`config.mk`:
```
export PLATFORM = sky130hd
export DESIGN_NAME = workout_sequencer
export DESIGN_NICKNAME = d
export VERILOG_FILES = /design/src/rtl/fitness_pkg.sv /design/src/rtl/second_tick_gen.sv /design/src/rtl/workout_sequencer.sv
export SDC_FILE = /design/constraint.sdc
export NUM_CORES = 1
export LEC_CHECK = 0
export ABC_AREA = 0
export CORE_UTILIZATION = 40
export CTS_CLUSTER_DIAMETER = 40
export DETAILED_ROUTE_END_ITERATION = 10
export GPL_TIMING_DRIVEN = 0
export MAX_ROUTING_LAYER = met4
export PLACE_DENSITY = 0.6
export SETUP_SLACK_MARGIN = 0.05
export SYNTH_ARGS = -nofsm -noshare
export SYNTH_HDL_FRONTEND = slang
export SYNTH_HIERARCHICAL = 1
export SYNTH_SLANG_ARGS = --single-unit
```
`constraint.sdc`:
```
create_clock -name clk_40MHz -period 3.8 [get_ports clk_40MHz]
set_clock_uncertainty 0.15 [all_clocks]
set_input_delay 0.57 -clock clk_40MHz [delete_from_list [all_inputs] [get_ports clk_40MHz]]
set_output_delay 0.57 -clock clk_40MHz [all_outputs]
set_load 0.005 [all_outputs]
```
`src/rtl/fitness_pkg.sv`:
```
// -----------------------------------------------------------------------------
// fitness_pkg
// Shared definitions for the workout sequencer slice.
//   ST_IDLE..ST_DONE : 3-bit encodings of the workout_state output
//   state_t          : FSM state type, built on those encodings
//   tick_cycles()    : clock cycles that make up one "second", either the real
//                      clock rate or a short simulation period
// -----------------------------------------------------------------------------
package fitness_pkg;

  localparam logic [2:0] ST_IDLE  = 3'd0;
  localparam logic [2:0] ST_WORK  = 3'd1;
  localparam logic [2:0] ST_REST  = 3'd2;
  localparam logic [2:0] ST_PAUSE = 3'd3;
  localparam logic [2:0] ST_DONE  = 3'd4;

  typedef enum logic [2:0] {
    IDLE  = ST_IDLE,
    WORK  = ST_WORK,
    REST  = ST_REST,
    PAUSE = ST_PAUSE,
    DONE  = ST_DONE
  } state_t;

  // A non-zero speedup selects the short simulated second so that whole
  // workouts fit in a few hundred cycles.
  function automatic int unsigned tick_cycles(input int unsigned sim_speedup,
                                              input int unsigned sim_tick_cycles,
                                              input int unsigned clk_hz);
    return (sim_speedup != 0) ? sim_tick_cycles : clk_hz;
  endfunction

endpackage

```
`src/rtl/second_tick_gen.sv`:
```
// -----------------------------------------------------------------------------
// second_tick_gen
// Prescaler that produces a one-cycle sec_tick every CYCLES enabled cycles.
//   clk_40MHz : system clock
//   rst       : synchronous active-high reset, clears the count
//   en        : count only while high; the count holds when low
//   clr       : restart the second from zero (takes priority over en)
//   sec_tick  : high for the enabled cycle in which the count wraps
// -----------------------------------------------------------------------------
module second_tick_gen #(
  parameter int unsigned CYCLES = 4,
  parameter int          CNT_W  = 2
) (
  input  logic clk_40MHz,
  input  logic rst,
  input  logic en,
  input  logic clr,
  output logic sec_tick
);

  localparam logic [CNT_W-1:0] LAST = CNT_W'(CYCLES - 1);

  logic [CNT_W-1:0] cnt;

  // The tick is decoded from the count so the sequencer sees it in the same
  // cycle the wrap is taken, and can register its update on that edge.
  assign sec_tick = en && (cnt == LAST);

  // Free-running 0..CYCLES-1 counter; clr wins so a new phase always starts
  // with a full second, and a low enable freezes a partially elapsed second.
  always_ff @(posedge clk_40MHz) begin
    if (rst) begin
      cnt <= '0;
    end else if (clr) begin
      cnt <= '0;
    end else if (en) begin
      if (cnt == LAST) cnt <= '0;
      else             cnt <= cnt + CNT_W'(1);
    end
  end

endmodule

```
`src/rtl/workout_sequencer.sv`:
```
// -----------------------------------------------------------------------------
// workout_sequencer
// Steps through num_ex exercises, each a WORK countdown optionally followed by
// a REST countdown, then parks in DONE. Supports pause/resume and skip, and
// emits a retriggerable buzzer pulse on every WORK/REST/DONE entry.
//   clk_40MHz            : system clock
//   rst                  : synchronous active-high reset
//   start_p              : start pulse, honoured in IDLE/DONE only
//   skip_p               : end the current WORK/REST phase early
//   pause_p              : toggle between a running phase and PAUSE
//   num_ex/work_sec/rest_sec : workout configuration, latched at start
//   workout_state        : 0 IDLE, 1 WORK, 2 REST, 3 PAUSE, 4 DONE
//   current_exercise_num : 1-based exercise number, 0 before the first start
//   countdown_seconds    : seconds left in the current phase
//   buzzer               : BEEP_CYCLES-long pulse after each phase entry
//   done                 : high while in DONE
// -----------------------------------------------------------------------------
module workout_sequencer
  import fitness_pkg::*;
#(
  parameter int unsigned CLK_HZ          = 40000000,
  parameter int unsigned SIM_SPEEDUP     = 0,
  parameter int unsigned SIM_TICK_CYCLES = 4,
  parameter int          EX_W            = 9,
  parameter int          SEC_W           = 8,
  parameter int unsigned BEEP_CYCLES     = CLK_HZ / 10
) (
  input  logic             clk_40MHz,
  input  logic             rst,
  input  logic             start_p,
  input  logic             skip_p,
  input  logic             pause_p,
  input  logic [EX_W-1:0]  num_ex,
  input  logic [SEC_W-1:0] work_sec,
  input  logic [SEC_W-1:0] rest_sec,
  output logic [2:0]       workout_state,
  output logic [EX_W-1:0]  current_exercise_num,
  output logic [SEC_W-1:0] countdown_seconds,
  output logic             buzzer,
  output logic             done
);

  localparam int unsigned TICK   = tick_cycles(SIM_SPEEDUP, SIM_TICK_CYCLES, CLK_HZ);
  localparam int          TICK_W = (TICK > 1) ? $clog2(TICK) : 1;
  localparam int          BEEP_W = $clog2(BEEP_CYCLES + 1);
  localparam logic [BEEP_W-1:0] BEEP_LOAD = BEEP_W'(BEEP_CYCLES - 1);

  state_t             state;
  state_t             saved_phase;
  logic [EX_W-1:0]    exercise;
  logic [SEC_W-1:0]   countdown;
  logic [EX_W-1:0]    n_lat;
  logic [SEC_W-1:0]   work_lat;
  logic [SEC_W-1:0]   rest_lat;
  logic [BEEP_W-1:0]  buzz_cnt;

  logic running;
  logic start_ok;
  logic phase_end;
  logic tick_en;
  logic tick_clr;
  logic sec_tick;

  // Event decode shared by the prescaler and the FSM. A pause pulse masks the
  // prescaler in the cycle it arrives, so a tick landing on that cycle is held
  // back rather than lost, and skip/tick are ignored beneath a pause.
  always_comb begin
    running   = (state == WORK) || (state == REST);
    start_ok  = ((state == IDLE) || (state == DONE)) && start_p &&
                (num_ex != '0) && (work_sec != '0);
    phase_end = running && !pause_p &&
                (skip_p || (sec_tick && (countdown == SEC_W'(1))));
    tick_en   = running && !pause_p;
    tick_clr  = start_ok || phase_end;
  end

  second_tick_gen #(
    .CYCLES (TICK),
    .CNT_W  (TICK_W)
  ) u_tick (
    .clk_40MHz (clk_40MHz),
    .rst       (rst),
    .en        (tick_en),
    .clr       (tick_clr),
    .sec_tick  (sec_tick)
  );

  // Main sequencer: state, counters, latched configuration and buzzer timer.
  // The buzzer timer runs down every cycle regardless of state; any phase
  // entry further down reloads it, which restarts a pulse already in flight.
  always_ff @(posedge clk_40MHz) begin
    if (rst) begin
      state       <= IDLE;
      saved_phase <= IDLE;
      exercise    <= '0;
      countdown   <= '0;
      n_lat       <= '0;
      work_lat    <= '0;
      rest_lat    <= '0;
      buzz_cnt    <= '0;
      buzzer      <= 1'b0;
      done        <= 1'b0;
    end else begin
      if (buzz_cnt != '0) buzz_cnt <= buzz_cnt - BEEP_W'(1);
      else                buzzer   <= 1'b0;

      case (state)
        IDLE, DONE: begin
          if (start_ok) begin
            n_lat     <= num_ex;
            work_lat  <= work_sec;
            rest_lat  <= rest_sec;
            state     <= WORK;
            exercise  <= EX_W'(1);
            countdown <= work_sec;
            done      <= 1'b0;
            buzzer    <= 1'b1;
            buzz_cnt  <= BEEP_LOAD;
          end
        end

        WORK: begin
          if (pause_p) begin
            saved_phase <= WORK;
            state       <= PAUSE;
          end else if (phase_end) begin
            buzzer   <= 1'b1;
            buzz_cnt <= BEEP_LOAD;
            if (exercise == n_lat) begin
              state     <= DONE;
              countdown <= '0;
              done      <= 1'b1;
            end else if (rest_lat == '0) begin
              exercise  <= exercise + EX_W'(1);
              countdown <= work_lat;
            end else begin
              state     <= REST;
              countdown <= rest_lat;
            end
          end else if (sec_tick) begin
            countdown <= countdown - SEC_W'(1);
          end
        end

        REST: begin
          if (pause_p) begin
            saved_phase <= REST;
            state       <= PAUSE;
          end else if (phase_end) begin
            state     <= WORK;
            exercise  <= exercise + EX_W'(1);
            countdown <= work_lat;
            buzzer    <= 1'b1;
            buzz_cnt  <= BEEP_LOAD;
          end else if (sec_tick) begin
            countdown <= countdown - SEC_W'(1);
          end
        end

        PAUSE: begin
          if (pause_p) state <= saved_phase;
        end

        default: state <= IDLE;
      endcase
    end
  end

  assign workout_state        = state;
  assign current_exercise_num = exercise;
  assign countdown_seconds    = countdown;

endmodule

```
==> run_results.csv <==
group,metric,value,unit
final_layout,final_area,0.00628,mm²
final_layout,syn2layout_area_growth,25.1,%
power,pwr_density_cell,606,mW/mm²
drt,first_pass_iters,4,
global_route,grt.total_usage,22.2,%
power,p_comb_share,38.7,%
power,p_int,2390,µW
sta,rsz0062_at_grt,"true",
drt,drc,0,
logic_synthesis,seq_area_frac_synth,38.7,%
placement,place_congestion,0.874,
global_route,antenna_found_initial,0,
logic_synthesis,netlist-cell-type-count,72,
setup_path,rrSetupSlack,0.21,ns
logic_synthesis,syn_avg_cell_area,8.10,µm²
sta,slew_viol_final,0,
final_layout,antenna_cells,0,
die,fp-row-count,40,
drt,routed_wl,13800,µm
global_route,globalRoute.totalOverflow,0,
clock_network,cts_htree_levels,3,
sta,fmax,279,MHz
clock_network,ctsLongestPathBuffers,2,
global_route,grt_pass1_vias,4433,
clock_network,numCtsBuffers,9,
logic_synthesis,synth-seq-cells,97,
logic_synthesis,yosysWarnings,6,
clock_network,cts_tree,"yes",
final_layout,drive_above_1_share,10.5,%
die,dieArea,0.0130,mm²
min_path,min_path_type,"flop to flop",
clock_network,clk_pin_slew_worst_paths,0.07,ns
power,power.share.sequential,36.0,%
final_layout,fin_nets,725,
placement,dpl.hpwl,9830,µm
logic_synthesis,syn-instance-count,620,
drt,drt.antenna.violating_nets,0,
die,core-area,0.0121,mm²
min_path,hold_depth,2,
setup_path,critPathLaunchType,"flop",
clock_network,clockRootBuffer,"clkbuf_16",
power,p_leak,0.00216,µW
drt,drt_iter0_markers,257,
power,ir_drop,0.290,mV
setup_path,worst-endpoint-arrival,3.67,ns
sta,min_period,3.59,ns
drt,route.vias.total,4876,
power,power.switching,1420,µW
setup_path,worst_r2r_path_depth,17,
drt,viasPerCell,5.66,
outcome,outcome,"finished, final reports clean",
global_route,grt_max_degree,15,
logic_synthesis,synth-edff-count,0,
clock_network,cts_sinks,97,
global_route,grt_pass1_wl,22000,µm
logic_synthesis,synth_nets,656,
die,dieHeight,114,µm
final_layout,final_cell_mix,"dfxtp_1 (97), nand2_1 (92), a21oi_1 (73)",
sta,setup_viol,0,
logic_synthesis,syn_area,0.00502,mm²
final_layout,layout_commonest_cell,"dfxtp_1",
placement,postPlaceCellArea,0.00575,mm²
setup_path,critPathKind,"flop to flop",
drt,wl_per_cell,16.0,µm
sta,worst_pin_slew,1.04,ns
sta,post-route-period-util,94.4,%
setup_path,crit_path_end_kind,"flop",
setup_path,cp_data_required_time,3.88,ns
job,drv_cap,0,
power,netSwitchingFraction,37.3,%
die,initial_utilization,41.5,%
clock_network,clk_latency,0.35,ns
sta,setup_tns,0,ns
die,fp.dieW,114,µm
sta,hold_viol_final,0,
placement,portBuffers,51,
setup_path,worstPathMaxFanout,10,
power,p_clk_share,25.3,%
logic_synthesis,synthArstFlopShare,0,%
sta,slew-limit-headroom,30.4,%
die,ioPinCount,52,
logic_synthesis,dominantRegCellSynth,"dfxtp_1",
## synthesized netlist by cell type, types with 3 or more instances
| master | count | area [µm²] |
|---|---|---|
| nand3_1 | 22 | 110 |
| xor2_1 | 18 | 158 |
| o31ai_1 | 11 | 82.6 |
| buf_2 | 7 | 35.0 |
| a32o_1 | 3 | 30.0 |
| o21ai_1 | 4 | 20.0 |
| nand4_1 | 8 | 50.1 |
| a21o_1 | 3 | 22.5 |
| nor3_1 | 13 | 65.1 |
| o211ai_1 | 4 | 30.0 |
| a31oi_1 | 3 | 18.8 |
| a21oi_1 | 73 | 365 |
| a221oi_1 | 4 | 35.0 |
| a211oi_1 | 7 | 52.6 |
| or2_2 | 3 | 18.8 |
| nand2b_1 | 5 | 31.3 |
| dfxtp_1 | 97 | 1940 |
| xnor2_1 | 25 | 219 |
| o221ai_1 | 3 | 26.3 |
| inv_1 | 17 | 63.8 |
| ha_1 | 6 | 75.1 |
| and3_1 | 10 | 62.6 |
| a21oi_2 | 3 | 26.3 |
| nor2_1 | 52 | 195 |
| and2_1 | 4 | 25.0 |
| a2111oi_2 | 4 | 60.1 |
| or4_4 | 4 | 45.0 |
| nor4b_1 | 3 | 26.3 |
| o21ai_0 | 22 | 110 |
| nand2_1 | 92 | 345 |
| nor4_1 | 7 | 43.8 |
| or3_1 | 10 | 62.6 |
| clkbuf_1 | 15 | 56.3 |
| or4_1 | 8 | 60.1 |
| and4_1 | 3 | 26.3 |
## final cells by class
| type | instances | area [µm²] |
|---|---|---|
| multi-input cells | 480 | 3040 |
| fillers | 1186 | 5830 |
| clock buffers | 13 | 280 |
| well taps | 168 | 210 |
| flip-flops and latches | 97 | 1940 |
| plain buffers | 24 | 125 |
| clock inverters | 2 | 35.0 |
| repair buffers | 59 | 582 |
| inverters | 18 | 70.1 |
## registers in the layout (all words and copies together) (netlist names)
signal	count
buzz_cnt	22
buzzer	1
countdown_seconds	8
current_exercise_num	9
done	1
n_lat	9
rest_lat	8
saved_phase	2
u_tick/cnt	26
work_lat	8
workout_state	3
## cells by family after synthesis
logic type	Yosys count	synth area share (%)
mux	2	0.424
compound gates	166	21.6
simple gates	263	26.7
buf+inv	43	3.54
flops	97	38.7
fa+ha+maj	6	1.50
xor+xnor	43	7.50
## worst paths after layout
kind / end / startpoint
max: u_tick/cnt[20] / workout_state[0]
min: saved_phase[1] / saved_phase[1]
max reg2reg: u_tick/cnt[20] / workout_state[0]
min reg2reg: saved_phase[1] / saved_phase[1]
## what timing repair did
action	CTS	global route
cloned	2	1
resized for setup	18	15
hold endpoints to repair	0	0
hold buffers	0	0
pin swaps	2	2
setup buffers	2	3
setup endpoints to repair	70	31
## power by group through the flow
stage	Combinational, µW	Clock (µW)	Sequential, µW
2_1_floorplan	939	0	1350
6_report	1470	963	1370
3_3_place_gp	1320	0	1370
5_1_grt	1610	1030	1400
4_1_cts	1390	987	1370
3_5_place_dp	1340	0	1380
## through the flow
| stage | std cells | utilization, % | total power (µW) | setup slack [ns] | hold WS [ns] |
|---|---|---|---|---|---|
| floorplan | 620 | - | 2290 | 0.112 | 0.286 |
| global placement | 839 | 47.4 | 2690 | -1.24 | 0.296 |
| detailed placement | 839 | 47.4 | 2720 | -1.24 | 0.302 |
| CTS | 857 | 50.8 | 3740 | 0.0842 | 0.311 |
| global route | 861 | 51.9 | 4040 | 0.0235 | 0.334 |
| finish | 861 | 51.9 | 3810 | 0.213 | 0.311 |
## critical path, stage by stage, from the launching register on
cell       delay (ns)
dfxtp_1          0.37
buf_6            0.16
nand2b_2         0.13
a211o_1          0.33
inv_4            0.13
buf_4            0.17
and3_4           0.25
nand3_4          0.12
nor3_4           0.28
nand4bb_4        0.18
o21bai_4         0.23
a22oi_2          0.15
buf_4            0.23
inv_2            0.12
nor2_1           0.10
o31ai_4          0.13
buf_6            0.19
a21oi_1          0.04
## layer usage
layer  part of all wire (%)  global-route usage, %  routed length [µm]  vias to the layer above
li1                       -                      -                   -                     2384
met1                     47                   29.9                6550                     2313
met2                     45                   33.3                6180                      156
met3                    6.0                   3.56                 835                       23
met4                    1.8                   8.48                 244                        0
met5                      0                      -                   0                        -
No activity file was read; power rests on OpenSTA's default activity.
==> patch (same flow settings) <==
Add an input register stage for `start_p`, `skip_p`, `pause_p`, `num_ex`, `work_sec` and `rest_sec`, without a reset; this delays them by one clock.
--- a/src/rtl/workout_sequencer.sv
+++ b/src/rtl/workout_sequencer.sv
@@ -45,6 +45,22 @@
   localparam int          BEEP_W = $clog2(BEEP_CYCLES + 1);
   localparam logic [BEEP_W-1:0] BEEP_LOAD = BEEP_W'(BEEP_CYCLES - 1);
 
+  logic start_p_q;
+  logic skip_p_q;
+  logic pause_p_q;
+  logic [EX_W-1:0] num_ex_q;
+  logic [SEC_W-1:0] work_sec_q;
+  logic [SEC_W-1:0] rest_sec_q;
+
+  always_ff @(posedge clk_40MHz) begin
+    start_p_q  <= start_p;
+    skip_p_q   <= skip_p;
+    pause_p_q  <= pause_p;
+    num_ex_q   <= num_ex;
+    work_sec_q <= work_sec;
+    rest_sec_q <= rest_sec;
+  end
+
   state_t             state;
   state_t             saved_phase;
   logic [EX_W-1:0]    exercise;
@@ -66,11 +82,11 @@
   // back rather than lost, and skip/tick are ignored beneath a pause.
   always_comb begin
     running   = (state == WORK) || (state == REST);
-    start_ok  = ((state == IDLE) || (state == DONE)) && start_p &&
-                (num_ex != '0) && (work_sec != '0);
-    phase_end = running && !pause_p &&
-                (skip_p || (sec_tick && (countdown == SEC_W'(1))));
-    tick_en   = running && !pause_p;
+    start_ok  = ((state == IDLE) || (state == DONE)) && start_p_q &&
+                (num_ex_q != '0) && (work_sec_q != '0);
+    phase_end = running && !pause_p_q &&
+                (skip_p_q || (sec_tick && (countdown == SEC_W'(1))));
+    tick_en   = running && !pause_p_q;
     tick_clr  = start_ok || phase_end;
   end
 
@@ -107,12 +123,12 @@
       case (state)
         IDLE, DONE: begin
           if (start_ok) begin
-            n_lat     <= num_ex;
-            work_lat  <= work_sec;
-            rest_lat  <= rest_sec;
+            n_lat     <= num_ex_q;
+            work_lat  <= work_sec_q;
+            rest_lat  <= rest_sec_q;
             state     <= WORK;
             exercise  <= EX_W'(1);
-            countdown <= work_sec;
+            countdown <= work_sec_q;
             done      <= 1'b0;
             buzzer    <= 1'b1;
             buzz_cnt  <= BEEP_LOAD;
@@ -120,7 +136,7 @@
         end
 
         WORK: begin
-          if (pause_p) begin
+          if (pause_p_q) begin
             saved_phase <= WORK;
             state       <= PAUSE;
           end else if (phase_end) begin
@@ -143,7 +159,7 @@
         end
 
         REST: begin
-          if (pause_p) begin
+          if (pause_p_q) begin
             saved_phase <= REST;
             state       <= PAUSE;
           end else if (phase_end) begin
@@ -158,7 +174,7 @@
         end
 
         PAUSE: begin
-          if (pause_p) state <= saved_phase;
+          if (pause_p_q) state <= saved_phase;
         end
 
         default: state <= IDLE;
Function: changed (Yosys sat finds a counterexample within 4 cycles, from zero or initial values and one cycle with rst high).
==> patch against the original RTL <==
  * Sequential power rose by 29%
  * Synthesized area is 9.8% higher
  * Fmax is 1.2% higher
  * Cell area grew 11%
  * Sequential share of layout area is 5.2 points higher
  * Setup slack better by 0.042 ns
  * Sequential cell count up 28
  * Critical path depth fell by 1
  * Total power increased by 29%
  * Critical path type unchanged
  * Critical endpoint is now current_exercise_num[3]
  * First-iteration DRC count grew 37%
  * Wire length down 0.49%
  * Synthesized cell count up 3.2%
==> patch: results (changes against the original RTL) <==
run status=finished, final reports clean; Syn Inst Count=640 (+3.2%); register area=2510 um2 (+29%); non-clock inverter count=11 (-7); met2 wire length=6160 um (-0.21%); critical path arrival=3.73 ns (+0.06 ns); top post-synthesis cells by count=dfxtp_1, nand2_1, a21oi_1; Total GRT Usage=0.214 (-0.00763); first-pass GRT wire length=23500 um (+6.5%); DRT iter0 DRCs=353 (+37%); sequential area share after synthesis=0.454 (+0.0670); Leak Pwr=2.49 nW (+15%); Warnings, synthesis=6 (unchanged); WL met3=507 um (-39%); PostCTS Resize Cnt=7 (-11); later-pin clock latency in the skew report=0.41 ns (+0.06 ns); Worst Max-Slew Pin Slew=1.13 ns (+0.0888 ns); routability congestion estimate=0.869 (-0.59%); multi-input combinational area share=0.421 (-0.0622); postcts setup bufs=4 (+2); Seq Cell Count=125 (+29%); DP Cell Count=867 (+3.3%); clock root buffer=clkbuf_16; pin count of the biggest net entering global routing=17 (+2); critical path peak fanout=10 (unchanged); GR met3 Demand/Resource=0.0465 (+0.0109); Total Nets Final=749 (+3.3%); Vias=4995 (+2.4%); TritonRoute pass-1 iters=5 (+1); ClkCell Share=0.0844 (+0.0342); Via-to-Cell Ratio=5.54 (-2.2%); TritonCTS buffer count=17 (+8); H-tree depth reported by CTS=4 (+1); FILL cells=1278 (+7.8%); Post-DP HPWL=9700 um (-1.4%); vias in the first global route=4800 (+8.3%); bufs w/o clock=79 (-4.8%); comb_multi_in=479 (-0.21%); number of distinct library cells after synthesis=64 (-11%); Int Power=0.00320 W (+34%); NonClk Buf Share=0.0950 (-0.0176); met2 GRT Util=0.319 (-0.0138); clkbuf count=27 (+14); ranking of synthesized cells by area=dfxtp_1, a21oi_1, nand2_1; share of layout cells above drive strength 1=0.0895 (-0.0158); syn_nets=676 (+3.0%); met1 GRT Util=0.282 (-0.0173); Detailed Route WL=13700 um (-0.49%); worst vdd ir=0.345 mV (+19%); CP max stage cell=or3_4
-- patch: cell count changes after synthesis, sizes merged, moves of 4 or more --
cell     delta
nor2        -5
or4         +4
xor2        +9
or3         +5
clkbuf      +4
buf         -4
dfxtp      +28
inv         -9
a211oi      -7
a2111oi     -4
xnor2       -9
a21oi       +8
nand2       -5
nor4        +5
-- patch: kinds of logic (layout without fill, tap and decap cells) --
group           after synthesis  after routing  synth area share
buf+inv                      36            122            0.0270
mux                           4              4           0.00749
fa+ha+maj                     6              6            0.0136
flops                       125            125             0.454
simple gates                270            270             0.259
xor+xnor                     43             43            0.0683
compound gates              156            156             0.171
-- patch: through the flow --
| stage | area, um2 | setup WS [ns] | utilization | power (W) |
|---|---|---|---|---|
| 6_report | 6940 | 0.255 | 0.520 | 0.00490 |
| 5_1_grt | 6940 | 0.0511 | 0.520 | 0.00521 |
| 4_1_cts | 6910 | 0.0511 | 0.517 | 0.00489 |
| 3_5_place_dp | 6280 | -0.442 | 0.470 | 0.00328 |
| 3_3_place_gp | 6280 | -0.427 | 0.470 | 0.00325 |
| 2_1_floorplan | 5550 | 0.0686 | - | 0.00279 |
-- patch: path summary, 6_finish.rpt --
path	slack, ns	to	startpoint	depth (start not counted)
min reg2reg	0.28	rest_lat[2]	rest_sec_q[2]	2
max	0.26	current_exercise_num[3]	workout_state[1]	16
max reg2reg	0.26	current_exercise_num[3]	workout_state[1]	16
min	0.28	rest_lat[2]	rest_sec_q[2]	2
-- patch: power groups by stage --
stage | combinational (W) | sequential (W) | clock [W]
global route | 0.00174 | 0.00180 | 0.00167
global placement | 0.00147 | 0.00177 | 0
detailed placement | 0.00150 | 0.00178 | 0
floorplan | 0.00107 | 0.00172 | 0
finish | 0.00156 | 0.00177 | 0.00158
CTS | 0.00153 | 0.00176 | 0.00160
